===== config.mk =====
export PLATFORM = sky130hd
export DESIGN_NAME = frame_sequencer
export DESIGN_NICKNAME = d
export VERILOG_FILES = /design/src/rtl/frame_sequencer.sv
export SDC_FILE = /design/constraint.sdc
export NUM_CORES = 1
export LEC_CHECK = 0
export BUFFER_PORTS_ARGS = -buffer_cell sky130_fd_sc_hd__buf_2
export CORE_MARGIN = 2
export CORE_UTILIZATION = 45
export DETAILED_ROUTE_END_ITERATION = 12
export PLACE_DENSITY = 0.65
export SLEW_MARGIN = 20
export SYNTH_ARGS = -nofsm -noshare
export SYNTH_HDL_FRONTEND = slang
export SYNTH_SLANG_ARGS = --single-unit
export TNS_END_PERCENT = 100

===== constraint.sdc =====
create_clock -name clk -period 2.7 [get_ports clk]
set_clock_uncertainty 0.15 [all_clocks]
set_input_delay 0.27 -clock clk [delete_from_list [all_inputs] [get_ports clk]]
set_output_delay 0.27 -clock clk [all_outputs]
set_load 0.005 [all_outputs]

===== src/rtl/frame_sequencer.sv =====
// frame_sequencer: loads one pixel frame from UART into BRAM, runs the centroid engine, sends the 32-bit result back over UART.
// Optional feature macro RX_TIMEOUT_EN: aborts a stalled load after TIMEOUT_CYC idle cycles and pulses err_timeout.
module frame_sequencer #(
  parameter int FRAME_BYTES = 2500,
  parameter int ADDR_W      = 16,
  parameter int TIMEOUT_CYC = 2_000_000
) (
  input  logic              clk,
  input  logic              rst,
  input  logic              rx_valid,
  input  logic [7:0]        rx_data,
  output logic              bram_we,
  output logic [ADDR_W-1:0] bram_addr,
  output logic [7:0]        bram_din,
  output logic              bram_sel,
  output logic              cen_start,
  input  logic              cen_done,
  input  logic [15:0]       cen_x,
  input  logic [15:0]       cen_y,
  output logic              tx_start,
  output logic [7:0]        tx_data,
  input  logic              tx_busy,
  output logic              frame_done,
  output logic              overrun,
  output logic              err_timeout
);
  typedef enum logic [2:0] {IDLE, LOAD, START, COMPUTE, SEND, TXWAIT} state_t;
  localparam logic [ADDR_W-1:0] LAST = ADDR_W'(FRAME_BYTES - 1);
  state_t state_q, state_d;
  logic [ADDR_W-1:0] count_q, count_d, addr_q, addr_d;
  logic [7:0] din_q, din_d, tx_data_q, tx_data_d, tx_byte;
  logic [31:0] res_q, res_d;
  logic [1:0] idx_q, idx_d;
  logic we_q, we_d, sel_q, sel_d, cs_q, cs_d, txs_q, txs_d, fd_q, fd_d, ov_q, ov_d, skip_q, skip_d;
  assign tx_byte = res_q[{~idx_q, 3'b000} +: 8];
`ifdef RX_TIMEOUT_EN
  logic [31:0] tmo_q, tmo_d;
  logic to_q, to_d;
  assign tmo_d = (state_q != LOAD || rx_valid) ? '0 : tmo_q + 32'd1;
  assign to_d = state_q == LOAD && !rx_valid && tmo_d == 32'(TIMEOUT_CYC - 1);
  // idle-line counter and abort strobe, only counting while a load is in progress
  always_ff @(posedge clk or negedge rst)
    if (!rst) begin
      tmo_q <= '0;
      to_q  <= 1'b0;
    end else begin
      tmo_q <= tmo_d;
      to_q  <= to_d;
    end
  assign err_timeout = to_q;
`else
  localparam int unused_timeout = TIMEOUT_CYC;
  assign err_timeout = 1'b0;
`endif
  // next-state and registered-output logic for the load/compute/send sequence
  always_comb begin
    state_d   = state_q;
    count_d   = count_q;
    addr_d    = addr_q;
    din_d     = din_q;
    we_d      = 1'b0;
    sel_d     = sel_q;
    cs_d      = 1'b0;
    txs_d     = 1'b0;
    tx_data_d = tx_data_q;
    res_d     = res_q;
    idx_d     = idx_q;
    fd_d      = 1'b0;
    skip_d    = 1'b0;
    ov_d      = rx_valid && !(state_q == IDLE || state_q == LOAD);
    case (state_q)
      IDLE: begin
        sel_d   = 1'b0;
        count_d = '0;
        if (rx_valid) begin
          we_d    = 1'b1;
          addr_d  = '0;
          din_d   = rx_data;
          count_d = ADDR_W'(1);
          state_d = LOAD;
        end
      end
      LOAD:
        if (rx_valid) begin
          we_d    = 1'b1;
          addr_d  = count_q;
          din_d   = rx_data;
          count_d = count_q == LAST ? count_q : count_q + 1'b1;
          state_d = count_q == LAST ? START : LOAD;
        end
`ifdef RX_TIMEOUT_EN
        else if (to_d) begin
          count_d = '0;
          state_d = IDLE;
        end
`endif
      START: begin
        sel_d   = 1'b1;
        cs_d    = 1'b1;
        state_d = COMPUTE;
      end
      COMPUTE:
        if (cen_done) begin
          res_d   = {cen_x, cen_y};
          idx_d   = '0;
          state_d = SEND;
        end
      SEND:
        if (!tx_busy) begin
          txs_d     = 1'b1;
          tx_data_d = tx_byte;
          skip_d    = 1'b1;
          state_d   = TXWAIT;
        end
      TXWAIT:
        if (!skip_q && !tx_busy) begin
          idx_d   = idx_q + 2'd1;
          fd_d    = idx_q == 2'd3;
          sel_d   = idx_q == 2'd3 ? 1'b0 : sel_q;
          count_d = idx_q == 2'd3 ? '0 : count_q;
          state_d = idx_q == 2'd3 ? IDLE : SEND;
        end
      default: state_d = IDLE;
    endcase
  end
  // state and output registers, cleared asynchronously
  always_ff @(posedge clk or negedge rst)
    if (!rst) begin
      state_q   <= IDLE;
      count_q   <= '0;
      addr_q    <= '0;
      din_q     <= '0;
      we_q      <= 1'b0;
      sel_q     <= 1'b0;
      cs_q      <= 1'b0;
      txs_q     <= 1'b0;
      tx_data_q <= '0;
      res_q     <= '0;
      idx_q     <= '0;
      fd_q      <= 1'b0;
      ov_q      <= 1'b0;
      skip_q    <= 1'b0;
    end else begin
      state_q   <= state_d;
      count_q   <= count_d;
      addr_q    <= addr_d;
      din_q     <= din_d;
      we_q      <= we_d;
      sel_q     <= sel_d;
      cs_q      <= cs_d;
      txs_q     <= txs_d;
      tx_data_q <= tx_data_d;
      res_q     <= res_d;
      idx_q     <= idx_d;
      fd_q      <= fd_d;
      ov_q      <= ov_d;
      skip_q    <= skip_d;
    end
  assign bram_we    = we_q;
  assign bram_addr  = addr_q;
  assign bram_din   = din_q;
  assign bram_sel   = sel_q;
  assign cen_start  = cs_q;
  assign tx_start   = txs_q;
  assign tx_data    = tx_data_q;
  assign frame_done = fd_q;
  assign overrun    = ov_q;
endmodule

After elaboration in Yosys (flattened, before gate mapping):

Cells that the tools add are included.

* logic and storage cells: 82
* bits of input ports: 45
* register bits after elaboration: 91

* reductions and logical operators: 20
* bitwise logic cells: 2
* add/subtract/negate cells: 2
* multiplexer cells: 30
* shifts and indexed selects: 1
* equality and inequality tests: 14

Operators with widths (number)
* $mux W16: 6
* $pmux W16 S3: 1
* $pmux W16 S2: 1
* $shiftx A32 B6 Y8: 1
* $mux W3: 6
* $pmux W3 S6: 1
* $add A16 B1 Y16 const B: 1
* $eq A16 B12 Y1 const B: 1
* $ne A2 B2 Y1 const B: 7
* $mux W1: 10
* $reduce_and A5 Y1: 2
* $reduce_and A3 Y1: 3
* $eq A3 B2 Y1 const B: 2
* $eq A3 B3 Y1 const B: 2
* $mux W2: 3
* $reduce_and A2 Y1: 3
* $reduce_bool A3 Y1: 2
* $pmux W2 S2: 1
* $reduce_bool A2 Y1: 2
* $eq A3 B1 Y1 const B: 1
* $logic_not A1 Y1: 3
* $logic_not A3 Y1: 1
* $pmux W1 S3: 1
* $add A2 B1 Y2 const B: 1
* 6 further kinds: 7

Depth between registers and ports, before layout:

Gate-level depths: netlist of the first run.

* word-level depth: 4
* gate-level depth with buffers: 6
* mapped depth without buffers: 5

Worst setup path before layout of the first run:

No wires, ideal clock.

* path type: register to register
* from: reg idx_q[0]
* to: reg tx_data_q[1], in the netlist tx_data[1]
* stages on the path, launching flop included: 4
* data required time: 2.425 ns
* setup time: 0.125 ns
* period minus slack after synthesis: 1.897 ns
* arrival time: 1.623 ns
* setup slack: 0.803 ns
* cell sequence: dfrtp_1 buf_1 mux4_2 mux2_2

* longest elaborated chain between the ends: 2

RTL lines
* from (decl): RTL line 33 `logic [1:0] idx_q, idx_d;`
* from (signal assigned): RTL line 154 `idx_q <= idx_d;`
* $not A2 Y2: RTL line 35 `assign tx_byte = res_q[{~idx_q, 3'b000} +: 8];`
* $shiftx A32 B6 Y8: RTL line 35
* to (signal assigned): RTL line 152 `tx_data_q <= tx_data_d;`
* to (decl): RTL line 31 `logic [7:0] din_q, din_d, tx_data_q, tx_data_d, tx_byte;`

No other way between the ends.
A chain may end at the register's enable or synchronous reset.

Worst setup path in the final report of the first run:

* from: reg state_q[1]
* to: reg count_q[14]

* longest elaborated chain between the ends: 3
* elaborated cells between the ends (all ways): 10
* classes of those cells: eq/ne (6); mux (1); reduce/logical (3)

RTL lines
* from (decl): RTL line 29 `state_t state_q, state_d;`
* from (signal assigned): RTL line 144 `state_q <= state_d;`
* $eq A3 B3 Y1 (tied with other cells): RTL line 71 `case (state_q)`
* $ne A2 B2 Y1 (no source line) / $reduce_bool A3 Y1 (equally long branches)
* $reduce_and A5 Y1 (no source line)
* to (signal assigned): RTL line 145 `count_q <= count_d;`
* to (decl): RTL line 30 `logic [ADDR_W-1:0] count_q, count_d, addr_q, addr_d;`

Several ways; a longest one is shown, not always the timed one.

==> results of run 1 <==
registers in the layout, indices dropped and copies added (netlist names):
name and cells:
res_q 32, bram_addr 16, count_q 16, bram_din 8
tx_data 8, state_q 3, idx_q 2, bram_sel 1
bram_we 1, cen_start 1, frame_done 1, overrun 1
skip_q 1
final timing paths:
| kind | slack [ps] | endpoint | from |
|---|---|---|---|
| worst max-delay path | 370 | count_q[14] | state_q[1] |
| worst max register to register | 370 | count_q[14] | state_q[1] |
| worst min-delay path | 100 | state_q[1] | cen_done |
| min in group asynchronous | 280 | bram_addr[14] | rst |
| max in group asynchronous | 1440 | tx_data[6] | rst |
| worst min register to register | 330 | bram_addr[6] | bram_addr[6] |
per-layer routing:
metal / track usage (%) / wire length (µm)
met1: 23.6 / 3790
met2: 33.6 / 4730
met3: 4.02 / 379
met4: 6.01 / 113
met5: 0 / 0
cells in the final DEF (no fill, tap or decap), types with 2 or more instances in the layout:
master / netlist / layout
buf_4: 1 / 7
nor2_1: 10 / 10
nand3_1: 6 / 6
a22o_1: 2 / 2
and3_1: 4 / 4
ha_1: 2 / 2
o22a_1: 2 / 2
clkinvlp_4: 0 / 2
nand2_1: 42 / 42
o221ai_1: 2 / 2
nand4_1: 7 / 7
inv_1: 5 / 5
buf_2: 5 / 81
nor4_1: 2 / 2
and2_1: 2 / 2
a21oi_1: 5 / 5
nand3b_1: 2 / 2
o21ai_0: 33 / 33
mux2_2: 48 / 48
and4_1: 2 / 2
clkbuf_8: 4 / 10
a32o_1: 2 / 2
mux4_2: 8 / 8
dlygate4sd3_1: 0 / 41
bufinv_16: 0 / 2
a32oi_1: 3 / 3
o31ai_1: 7 / 7
a31oi_1: 6 / 6
dfrtp_1: 91 / 91
cells in the mapped netlist (4+ instances only):
| cell type | n | share of area (%) |
|---|---|---|
| dfrtp_1 | 91 | 54 |
| mux2_2 | 48 | 13 |
| nand2_1 | 42 | 3.7 |
| o21ai_0 | 33 | 3.9 |
| clkbuf_1 | 10 | 0.89 |
| nor2_1 | 10 | 0.89 |
| mux4_2 | 8 | 4.3 |
| nand4_1 | 7 | 1.0 |
| o31ai_1 | 7 | 1.2 |
| a31oi_1 | 6 | 0.89 |
| nand3_1 | 6 | 0.71 |
| a21oi_1 | 5 | 0.59 |
| buf_2 | 5 | 0.59 |
| inv_1 | 5 | 0.45 |
| and3_1 | 4 | 0.59 |
| clkbuf_8 | 4 | 1.3 |
logic make-up (layout without fill, tap and decap cells):
family                     Yosys count  in the layout  share of synthesized area (%)
AOI/OAI and AO/OA                   70             70                           10.5
adders and majority gates            2              2                          0.595
buffers and inverters               31            150                           4.25
DFF                                 91             91                           54.1
muxes                               56             56                           17.1
other                                1              1                         0.0891
and+or+nand+nor                     97             97                           13.3
worst register-to-register path, delay by kind of cell, from the launching register on:
family          cells  cell delay (ps)
compound gates      3             1150
flops               1              640
simple gates        1              320
layout make-up:
cell class,count,share of cell area (%)
multi-input cells,226,33.0
flip-flops and latches,91,43.0
clock buffers,10,2.60
inverters,5,0.354
clock inverters,5,1.63
well taps,111,2.62
repair buffers,130,16.8
power groups by stage:
stage                     registers (mW)  logic, mW  clock network, mW
after global placement              1.63      0.699                  0
final                               1.61      0.751               1.04
after detailed placement            1.63      0.711                  0
after global routing                1.63      0.854               1.12
after floorplan                     1.56      0.547                  0
after CTS                           1.60      0.759               1.06
timing repair:
action,CTS,global route
endpoints found under the setup margin,0,0
hold buffers,40,1
endpoints found under the hold margin,80,1
through the flow:
| stage | utilization [%] | instances | worst slack (ps) | power (mW) | hold slack [ps] |
|---|---|---|---|---|---|
| after floorplan | - | 348 | 803 | 2.11 | -176 |
| after global placement | 51.0 | 522 | 404 | 2.33 | 144 |
| after detailed placement | 51.0 | 522 | 389 | 2.34 | 152 |
| after CTS | 57.8 | 577 | 347 | 3.42 | 1.48 |
| after global routing | 57.9 | 578 | 128 | 3.60 | 108 |
| final | 57.9 | 578 | 366 | 3.40 | 103 |
==> results by group, run 1 <==
Outcome
  • Outcome: finished, final reports clean

Finish
  • Area of the multi-input gates: around 1800 µm²
  • Fill count: 760
  • Post-route cell area: ~5300 µm²
  • Nets: between 500 and 600
  • Seq. cell area: around 2300 µm²
  • Layout cells sized above 1: 37.0%
  • Area grow syn2layout: 25.9%
  • N_diodes: 0

Synthesis
  • Seq/Total Area, Yosys: between 50% and 60%
  • Net count after synthesis: 395
  • Ys Warns: 0
  • Ys async rst share: 100%
  • Number of synthesized flops with an enable pin: 0
  • Cells after Synth: approximately 350
  • Top_reg_cell synth: dfrtp_1
  • Seq cells post-synth: 91
  • Netlist cell types: 60
  • Mapped Area: 4210 µm²
  • Synthesized area per cell: between 10 and 15 µm²

Global route
  • First-pass GRT wire length: about 15,000 µm
  • Largest net degree at the start of global routing: 51
  • Antenna violations before repair: 0
  • Vias in the first global route: about 3,200
  • Overall routing resource usage: between 10% and 20%
  • GR Overflow Total: 0

Detailed routing
  • Via total after detailed routing: ~3,100
  • Drt via density: 5.43
  • Drt total wl: approximately 9000 µm
  • DRC viols: 0
  • DR iter-0 viols: 122
  • DR pass1 iterations: 4
  • Routed len/inst: 15.6 µm
  • Detail Route Antenna Nets: 0

Placed design
  • Final HPWL DP: ~6000 µm
  • Placed cell area: 4660 µm²
  • GPL Wtd Cong: around 0.85
  • IO buf count: 82

Setup path
  • Worst-path cell chain: and2b_2 > a32oi_1 > o21ai_0 > o31ai_1
  • Delay-heaviest family, CP: compound AO/OA/AOI/OAI gates
  • CP Data Required Time: roughly 2800 ps
  • Kind of end point of the critical path: flip-flop
  • Crit path kind: flip-flop to flip-flop
  • Critical path depth: 4
  • Worst path bufs/invs: 0
  • Worst setup SP type: flip-flop
  • CP arrival: 2460 ps
  • CP max FO: 13
  • Slowest CP cell: a32oi_1
  • R2R cell count: 4
  • Critical Path Max Stage Delay: 810 ps

Clock tree
  • Worst skew pair latency: roughly 360 ps
  • CTS clk-pin slew, worst paths: ~100 ps
  • Post-cts resize count: 0
  • H-tree depth: 3
  • Num CTS Buffers: 9
  • Post-CTS setup buffers: 0
  • Clock sinks: slightly above 90
  • CTS tree: yes
  • Clk buf depth: 2
  • Clk root buf: clkbuf_8

Hold path
  • Hold path cells: 4
  • HP Class: input pin to flip-flop

Timing
  • Final Hold Viols: 0
  • RSZ-0062 raised after global routing: false
  • Period utilization: between 80% and 90%
  • Fmax achieved: about 430 MHz
  • Least-Margin Pin Slew: between 900 and 1000 ps
  • Total negative slack: 0 ps
  • Slew Viols, Final: 0
  • Slew headroom: between 30% and 40%
  • # setup viols final: 0
  • Crit path time final: ~2300 ps

Pwr
  • Pwr/cell area: ~640 nW/µm²
  • Net Switching: between 1 and 1.5 mW
  • Combinational Power Share: ~22%
  • Pint: approximately 2.4 mW
  • Switching share of power: 30.3%
  • Static Leak: 2.54 nW
  • Worst VDD drop: ~0.34 mV
  • Reg power frac: a little under half
  • Clock Power Share: 30.6%

Floorplan
  • IO Count: 84
  • Die Wd: approximately 100 µm
  • Core outline area: a little over 9000 µm²
  • Site Rows: 35
  • Die area: between 10,000 and 15,000 µm²
  • Starting Density: a little under half
  • Chip height: between 100 and 150 µm

Job
  • Max-cap violations: 0
No activity file was read; power rests on OpenSTA's default activity.
==> inputs of run 2 (changes only) <==
RECOVER_POWER = 100   (was default)
clock period = 2.47 ns   (was 2.7 ns; I/O delays follow)
==> run 2 against run 1 <==
Compared with the run above: cell count up 0.69%; combinational power rose by 15%; via count grew 1.3%; die area is the same; worst hold slack worse by 41 ps; first-iteration DRC count increased by 22%; sequential share of layout area is 0.63 points higher; critical path type unchanged; largest cell class unchanged; largest power group unchanged.
==> results by group, run 2 (same netlist as run 1, synthesis figures left out) <==
Outcome
  • Outcome: finished, final reports clean

Global route
  • Overall routing resource usage: 20.0% (+0.92 points)
  • Largest net degree at the start of global routing: 61 (+20%)
  • Vias in the first global route: 3,276 (+1.9%)
  • Antenna violations before repair: 0 (unchanged)
  • GR Overflow Total: 0 (unchanged)
  • First-pass GRT wire length: 16,000 µm (+4.0%)

Placed design
  • Placed cell area: 4690 µm² (+0.59%)
  • Placed Cells: 524 (+0.38%)
  • GPL Wtd Cong: 0.855 (unchanged)
  • Final HPWL DP: 6060 µm (+1.4%)
  • IO buf count: 82 (unchanged)

Finish
  • Fill count: 786 (+3.4%)
  • N_diodes: 0 (unchanged)
  • Final Non-Filler Cells: 582 (+0.69%)
  • Leading cell types in the layout, fill and taps excluded: dfrtp_1 (91), buf_2 (63), mux2_2 (47)
  • Area grow syn2layout: 24.1%
  • Number of flip-flops under the largest register name: 32 (unchanged)
  • Register bank with the most flops: res_q
  • Layout cells sized above 1: 31.8% (-5.2 points)
  • Area of the multi-input gates: 1710 µm² (-2.5%)
  • Nets: 513 (+0.59%)
  • Post-route cell area: 5220 µm² (-1.4%)
  • Seq. cell area: 2280 µm² (unchanged)
  • Most common cell after layout, fill and taps aside: dfrtp_1

Timing
  • # setup viols final: 0 (unchanged)
  • Total negative slack: 0 ps (unchanged)
  • Crit path time final: 2210 ps (-124 ps)
  • RSZ-0062 raised after global routing: false
  • Final Hold Viols: 0 (unchanged)
  • Fmax achieved: 452 MHz (+5.6%)
  • Slew Viols, Final: 0 (unchanged)
  • Period utilization: 89.5% (+3.0 points)
  • Least-Margin Pin Slew: 890 ps (-90.7 ps)
  • Slew headroom: 40.7% (+6.0 points)

Job
  • Max-cap violations: 0 (unchanged)

Detailed routing
  • Via total after detailed routing: 3,179 (+1.3%)
  • DR iter-0 viols: 149 (+22%)
  • Routed len/inst: 16.4 µm (+5.4%)
  • Drt via density: 5.46 (+0.61%)
  • DR pass1 iterations: 4 (unchanged)
  • Detail Route Antenna Nets: 0 (unchanged)
  • Drt total wl: 9560 µm (+6.1%)
  • DRC viols: 0 (unchanged)

Pwr
  • Combinational Power Share: 24.1% (+2.0 points)
  • Static Leak: 2.46 nW (-3.2%)
  • Reg power frac: 48.2% (+0.9 points)
  • Net Switching: 1.14 mW (+10%)
  • Worst VDD drop: 0.342 mV (+1.2%)
  • Switching share of power: 31.7% (+1.3 points)
  • Clock Power Share: 27.7% (-2.9 points)
  • Pwr/cell area: 688 nW/µm² (+7.2%)
  • Pint: 2.45 mW (+3.7%)

Clock tree
  • Clock sinks: 91 (unchanged)
  • Post-CTS setup buffers: 0 (unchanged)
  • Worst skew pair latency: 350 ps (about the same)
  • Clk root buf: clkbuf_8
  • Clk buf depth: 2 (unchanged)
  • CTS clk-pin slew, worst paths: 90 ps (about the same)
  • H-tree depth: 3 (unchanged)
  • Post-cts resize count: 0 (unchanged)
  • Num CTS Buffers: 9 (unchanged)
  • CTS tree: yes

Setup path
  • Kind of end point of the critical path: flip-flop
  • Reg2Reg Setup Slack: 260 ps (-110 ps)
  • Slowest CP cell: or4_1
  • Crit path kind: flip-flop to flip-flop
  • CP max FO: 7 (-6)
  • Critical Path Max Stage Delay: 580 ps (-230 ps)
  • CP startpoint: count_q[12]
  • Worst reg2reg endpoint: count_q[1]
  • CP arrival: 2290 ps (-170 ps)
  • Worst-path cell chain: or4_1 > nor4_2 > nor2_1 > a22o_1
  • R2R cell count: 4 (unchanged)
  • Worst setup SP type: flip-flop
  • CP Data Required Time: 2550 ps (-270 ps)
  • Crit path capture: count_q[1]
  • R2R Path Start: count_q[12]

Floorplan
  • Die area: 10,100 µm² (unchanged)
  • Die Wd: 101 µm (unchanged)
  • Starting Density: 46.0% (unchanged)
  • IO Count: 84 (unchanged)
  • Site Rows: 35 (unchanged)
  • Core outline area: 9150 µm² (unchanged)
  • Chip height: 101 µm (unchanged)

Hold path
  • HP Class: input pin to flip-flop
[run 2: cell types whose count changed in the layout (fill, tap and decap cells not counted), sizes merged]
cell,delta
clkbuf,+21
buf,-18
clkinv,+2
bufinv,-1
[run 2: layout make-up]
cell class	count	area share, %
sequential	91	43.6
multi-input combinational	226	32.7
timing repair buffer	133	17.0
tap	111	2.66
clock buffer	10	2.44
clock inverter	6	1.22
inverter	5	0.359
[run 2: how the worst min path moves through the flow]
stage | end | cells past startpoint | from | slack, ps
after floorplan | bram_addr[0] | 0 | rst | -200
after global placement | bram_we | 1 | rst | 70
after detailed placement | bram_addr[10] | 1 | rst | 80
after CTS | state_q[1] | 4 | cen_done | 40
after global routing | state_q[1] | 3 | rx_valid | 70
final | state_q[1] | 4 | cen_done | 60
[run 2: worst max-delay path: cells and delay by family, from the launching register on]
family / cells / cell delay (ps)
simple gates: 3 / 1240
flops: 1 / 460
compound gates: 1 / 250
[run 2: metal layers]
| metal | vias up | share of wire, % | GRT usage (%) |
|---|---|---|---|
| li1 | 1495 | - | - |
| met1 | 1594 | 42 | 25.2 |
| met4 | 0 | 1.2 | 5.90 |
| met2 | 77 | 52 | 35.0 |
| met5 | - | 0 | 0 |
| met3 | 13 | 4.4 | 4.02 |
[run 2: what timing repair did]
item / in CTS / in global routing
endpoints found under the hold margin: 71 / 0
hold buffers: 41 / 0
setup endpoints to repair: 0 / 0
[run 2: per-stage QoR]
stage	util (%)	hold slack, ps	setup slack, ps	total power, mW
final	57.0	62.4	260	3.59
after global routing	57.0	73.4	140	3.81
after CTS	57.8	44.4	146	3.64
after detailed placement	51.3	77.2	206	2.59
after global placement	51.3	73.1	243	2.57
after floorplan	-	-199	573	2.31
[run 2: power by group through the flow]
| stage | clock, mW | combinational (mW) | sequential [mW] |
|---|---|---|---|
| after global placement | 0 | 0.813 | 1.75 |
| after CTS | 1.02 | 0.884 | 1.73 |
| after detailed placement | 0 | 0.831 | 1.76 |
| after floorplan | 0 | 0.597 | 1.71 |
| after global routing | 1.08 | 0.976 | 1.76 |
| final | 0.993 | 0.865 | 1.73 |
==> inputs of run 3 (changes only) <==
ABC_AREA = 1   (was default)
GPL_TIMING_DRIVEN = 0   (was default)
==> run 3 against run 2 <==
Compared with the run above: first-iteration DRC count shrank 54%; sequential share of layout area shrank 0.50 points; total power is 12% higher; sequential power up 5%; via count rose by 12%; global-route usage increased by 0.27 points; cell count grew 23%; routed wire length up 2.3%; largest power group unchanged; highest routed layer unchanged.
==> results by group, run 3 <==
Outcome
  • Outcome: finished, final reports clean

Timing
  • RSZ-0062 raised after global routing: false
  • Crit path time final: 2060 ps (-147 ps)
  • Final Hold Viols: 0 (unchanged)
  • Total negative slack: 0 ps (unchanged)
  • Fmax achieved: 485 MHz (+7.1%)
  • Period utilization: 83.5% (-6.0 points)
  • Slew Viols, Final: 0 (unchanged)
  • Least-Margin Pin Slew: 1080 ps (+191 ps)
  • Slew headroom: 28.0% (-13 points)
  • # setup viols final: 0 (unchanged)
  • Hold WS: 23.4 ps (-39.1 ps)

Finish
  • Register bank with the most flops: res_q
  • Post-route cell area: 5280 µm² (+1.2%)
  • Nets: 645 (+26%)
  • Most common cell after layout, fill and taps aside: nand2_1
  • Area grow syn2layout: 27.1%
  • Number of flip-flops under the largest register name: 32 (unchanged)
  • Fill count: 847 (+7.8%)
  • Leading cell types in the layout, fill and taps excluded: nand2_1 (144), dfrtp_1 (91), buf_2 (69)
  • N_diodes: 0 (unchanged)
  • Layout cells sized above 1: 20.1% (-12 points)

Global route
  • Overall routing resource usage: 20.3% (+0.27 points)
  • Antenna violations before repair: 0 (unchanged)
  • GR Overflow Total: 0 (unchanged)
  • Vias in the first global route: 3,434 (+4.8%)
  • First-pass GRT wire length: 16,000 µm (about the same)
  • Largest net degree at the start of global routing: 51 (-16%)

Floorplan
  • IO Count: 84 (unchanged)
  • Chip height: 100 µm (-0.60%)
  • Starting Density: 45.6% (-0.36 points)
  • Die area: 10,000 µm² (-1.2%)
  • Die Wd: 100 µm (-0.60%)
  • Core outline area: 9110 µm² (-0.48%)
  • Site Rows: 35 (unchanged)

Detailed routing
  • DRC viols: 0 (unchanged)
  • Routed len/inst: 13.7 µm (-17%)
  • Drt total wl: 9780 µm (+2.3%)
  • Detail Route Antenna Nets: 0 (unchanged)
  • DR pass1 iterations: 4 (unchanged)
  • DR iter-0 viols: 68 (-54%)
  • Drt via density: 4.97 (-9.1%)
  • Via total after detailed routing: 3,546 (+12%)

Clock tree
  • Post-CTS Hold Buffers: 40 (-2.4%)
  • Clk buf depth: 2 (unchanged)
  • Post-CTS setup buffers: 0 (unchanged)
  • CTS tree: yes
  • Num CTS Buffers: 9 (unchanged)
  • H-tree depth: 3 (unchanged)
  • Worst skew pair latency: 350 ps (about the same)
  • Clock sinks: 91 (unchanged)
  • Clk root buf: clkbuf_8
  • Post-cts resize count: 0 (unchanged)
  • CTS clk-pin slew, worst paths: 80 ps (about the same)

Setup path
  • CP max FO: 10 (+3)
  • Crit path kind: flip-flop to flip-flop
  • CP dominant cell by count: inv_1
  • CP startpoint: state_q[2]
  • Delay-heaviest family, CP: buffers and inverters
  • Reg2Reg Setup Slack: 410 ps (+150 ps)
  • Worst setup SP type: flip-flop
  • CP arrival: 2150 ps (-140 ps)
  • R2R Path Start: state_q[2]
  • Worst path bufs/invs: 3 (+3)
  • Kind of end point of the critical path: flip-flop
  • Worst-path cell chain: inv_1 > nand3_1 > inv_1 > nand2_1 > clkbuf_1 > mux2_2
  • Slowest CP cell: clkbuf_1
  • CP Data Required Time: 2560 ps (about the same)
  • Critical Path Max Stage Delay: 480 ps (-100 ps)

Synthesis
  • Top_reg_cell synth: dfrtp_1
  • Mapped Area: 4150 µm² (-1.2%)
  • Post-synth top area share: 54.8% (+0.68 points)
  • Ys Warns: 0 (unchanged)
  • Net count after synthesis: 511 (+29%)
  • Number of synthesized flops with an enable pin: 0 (unchanged)
  • Most numerous cell in the Yosys netlist: nand2_1
  • Seq cells post-synth: 91 (unchanged)
  • Seq/Total Area, Yosys: 54.8% (+0.68 points)
  • Netlist cell types: 27 (-55%)
  • Top cells by count, synth: nand2_1 (143), dfrtp_1 (91), nor2_1 (44), o21ai_0 (44)
  • Largest cells by area after synthesis: dfrtp_1 (55%), nand2_1 (13%), mux2_2 (8.4%)
  • Synthesized area per cell: 8.95 µm² (-26%)
  • Cells after Synth: 464 (+33%)
  • Area leader, netlist: dfrtp_1
  • Ys async rst share: 100% (unchanged)

Placed design
  • IO buf count: 81 (-1.2%)
  • Placed cell area: 4730 µm² (+0.80%)
  • GPL Wtd Cong: 0.842 (-1.4%)
  • Final HPWL DP: 6680 µm (+10%)

Hold path
  • Hold Path Origin: cen_done
  • HP Class: input pin to flip-flop

Job
  • Max-cap violations: 0 (unchanged)

Pwr
  • Pwr/cell area: 761 nW/µm² (+11%)
  • Static Leak: 2.80 nW (+14%)
  • Worst VDD drop: 0.298 mV (-13%)
## run 3: path summary, 6_finish.rpt
check                                endpoint  cells past startpoint
worst max-delay path                 res_q[4]                      6
worst min-delay path               state_q[1]                      4
worst max register to register       res_q[4]                      6
worst min register to register    bram_din[4]                      2
max in group asynchronous           res_q[27]                      3
min in group asynchronous       bram_addr[11]                      2
## run 3: cell type report
type | instances | area, µm² | area share [%]
Sequential cell | 91 | 2280 | 43.1
Multi-Input combinational cell | 324 | 1650 | 31.3
Timing Repair Buffer | 123 | 826 | 15.6
Clock buffer | 15 | 186 | 3.53
Tap cell | 111 | 139 | 2.63
Inverter | 32 | 120 | 2.27
Buffer | 17 | 75.1 | 1.42
Clock inverter | 1 | 5.00 | 0.0948
## run 3: worst min-delay path: stages
cell,delay (ps)
buf_2,100
nor2_1,60
inv_1,50
nand2_1,40
## run 3: power breakdown
part	internal [mW]	total, mW	switching, mW
Sequential	1.66	1.81	0.159
Combinational	0.447	1.24	0.796
Clock	0.476	0.963	0.487
Total	2.58	4.02	1.44
## run 3: logic make-up (layout without fill, tap and decap cells)
group,after synthesis,in the layout,synth area share [%]
simple gates,223,223,21.8
flops,91,91,54.8
compound gates,59,59,7.44
buf+inv,49,188,5.09
mux,32,32,8.67
xor+xnor,7,7,1.48
fa+ha+maj,2,2,0.602
other cells,1,1,0.0903
## run 3: per-stage QoR
stage | std cells | setup slack, ps | utilization (%) | total power, mW
finish | 714 | 407 | 58.0 | 4.02
global route | 714 | 250 | 58.0 | 4.32
CTS | 713 | 520 | 58.4 | 4.08
detailed placement | 657 | 527 | 51.9 | 3.07
global placement | 656 | 180 | 51.6 | 3.03
floorplan | 464 | 954 | - | 2.59
## run 3: metal layers
layer | global-route usage (%) | wire (µm)
met4 | 7.69 | 233
met5 | 0 | 0
met3 | 2.92 | 435
met2 | 36.1 | 4870
met1 | 25.1 | 4250
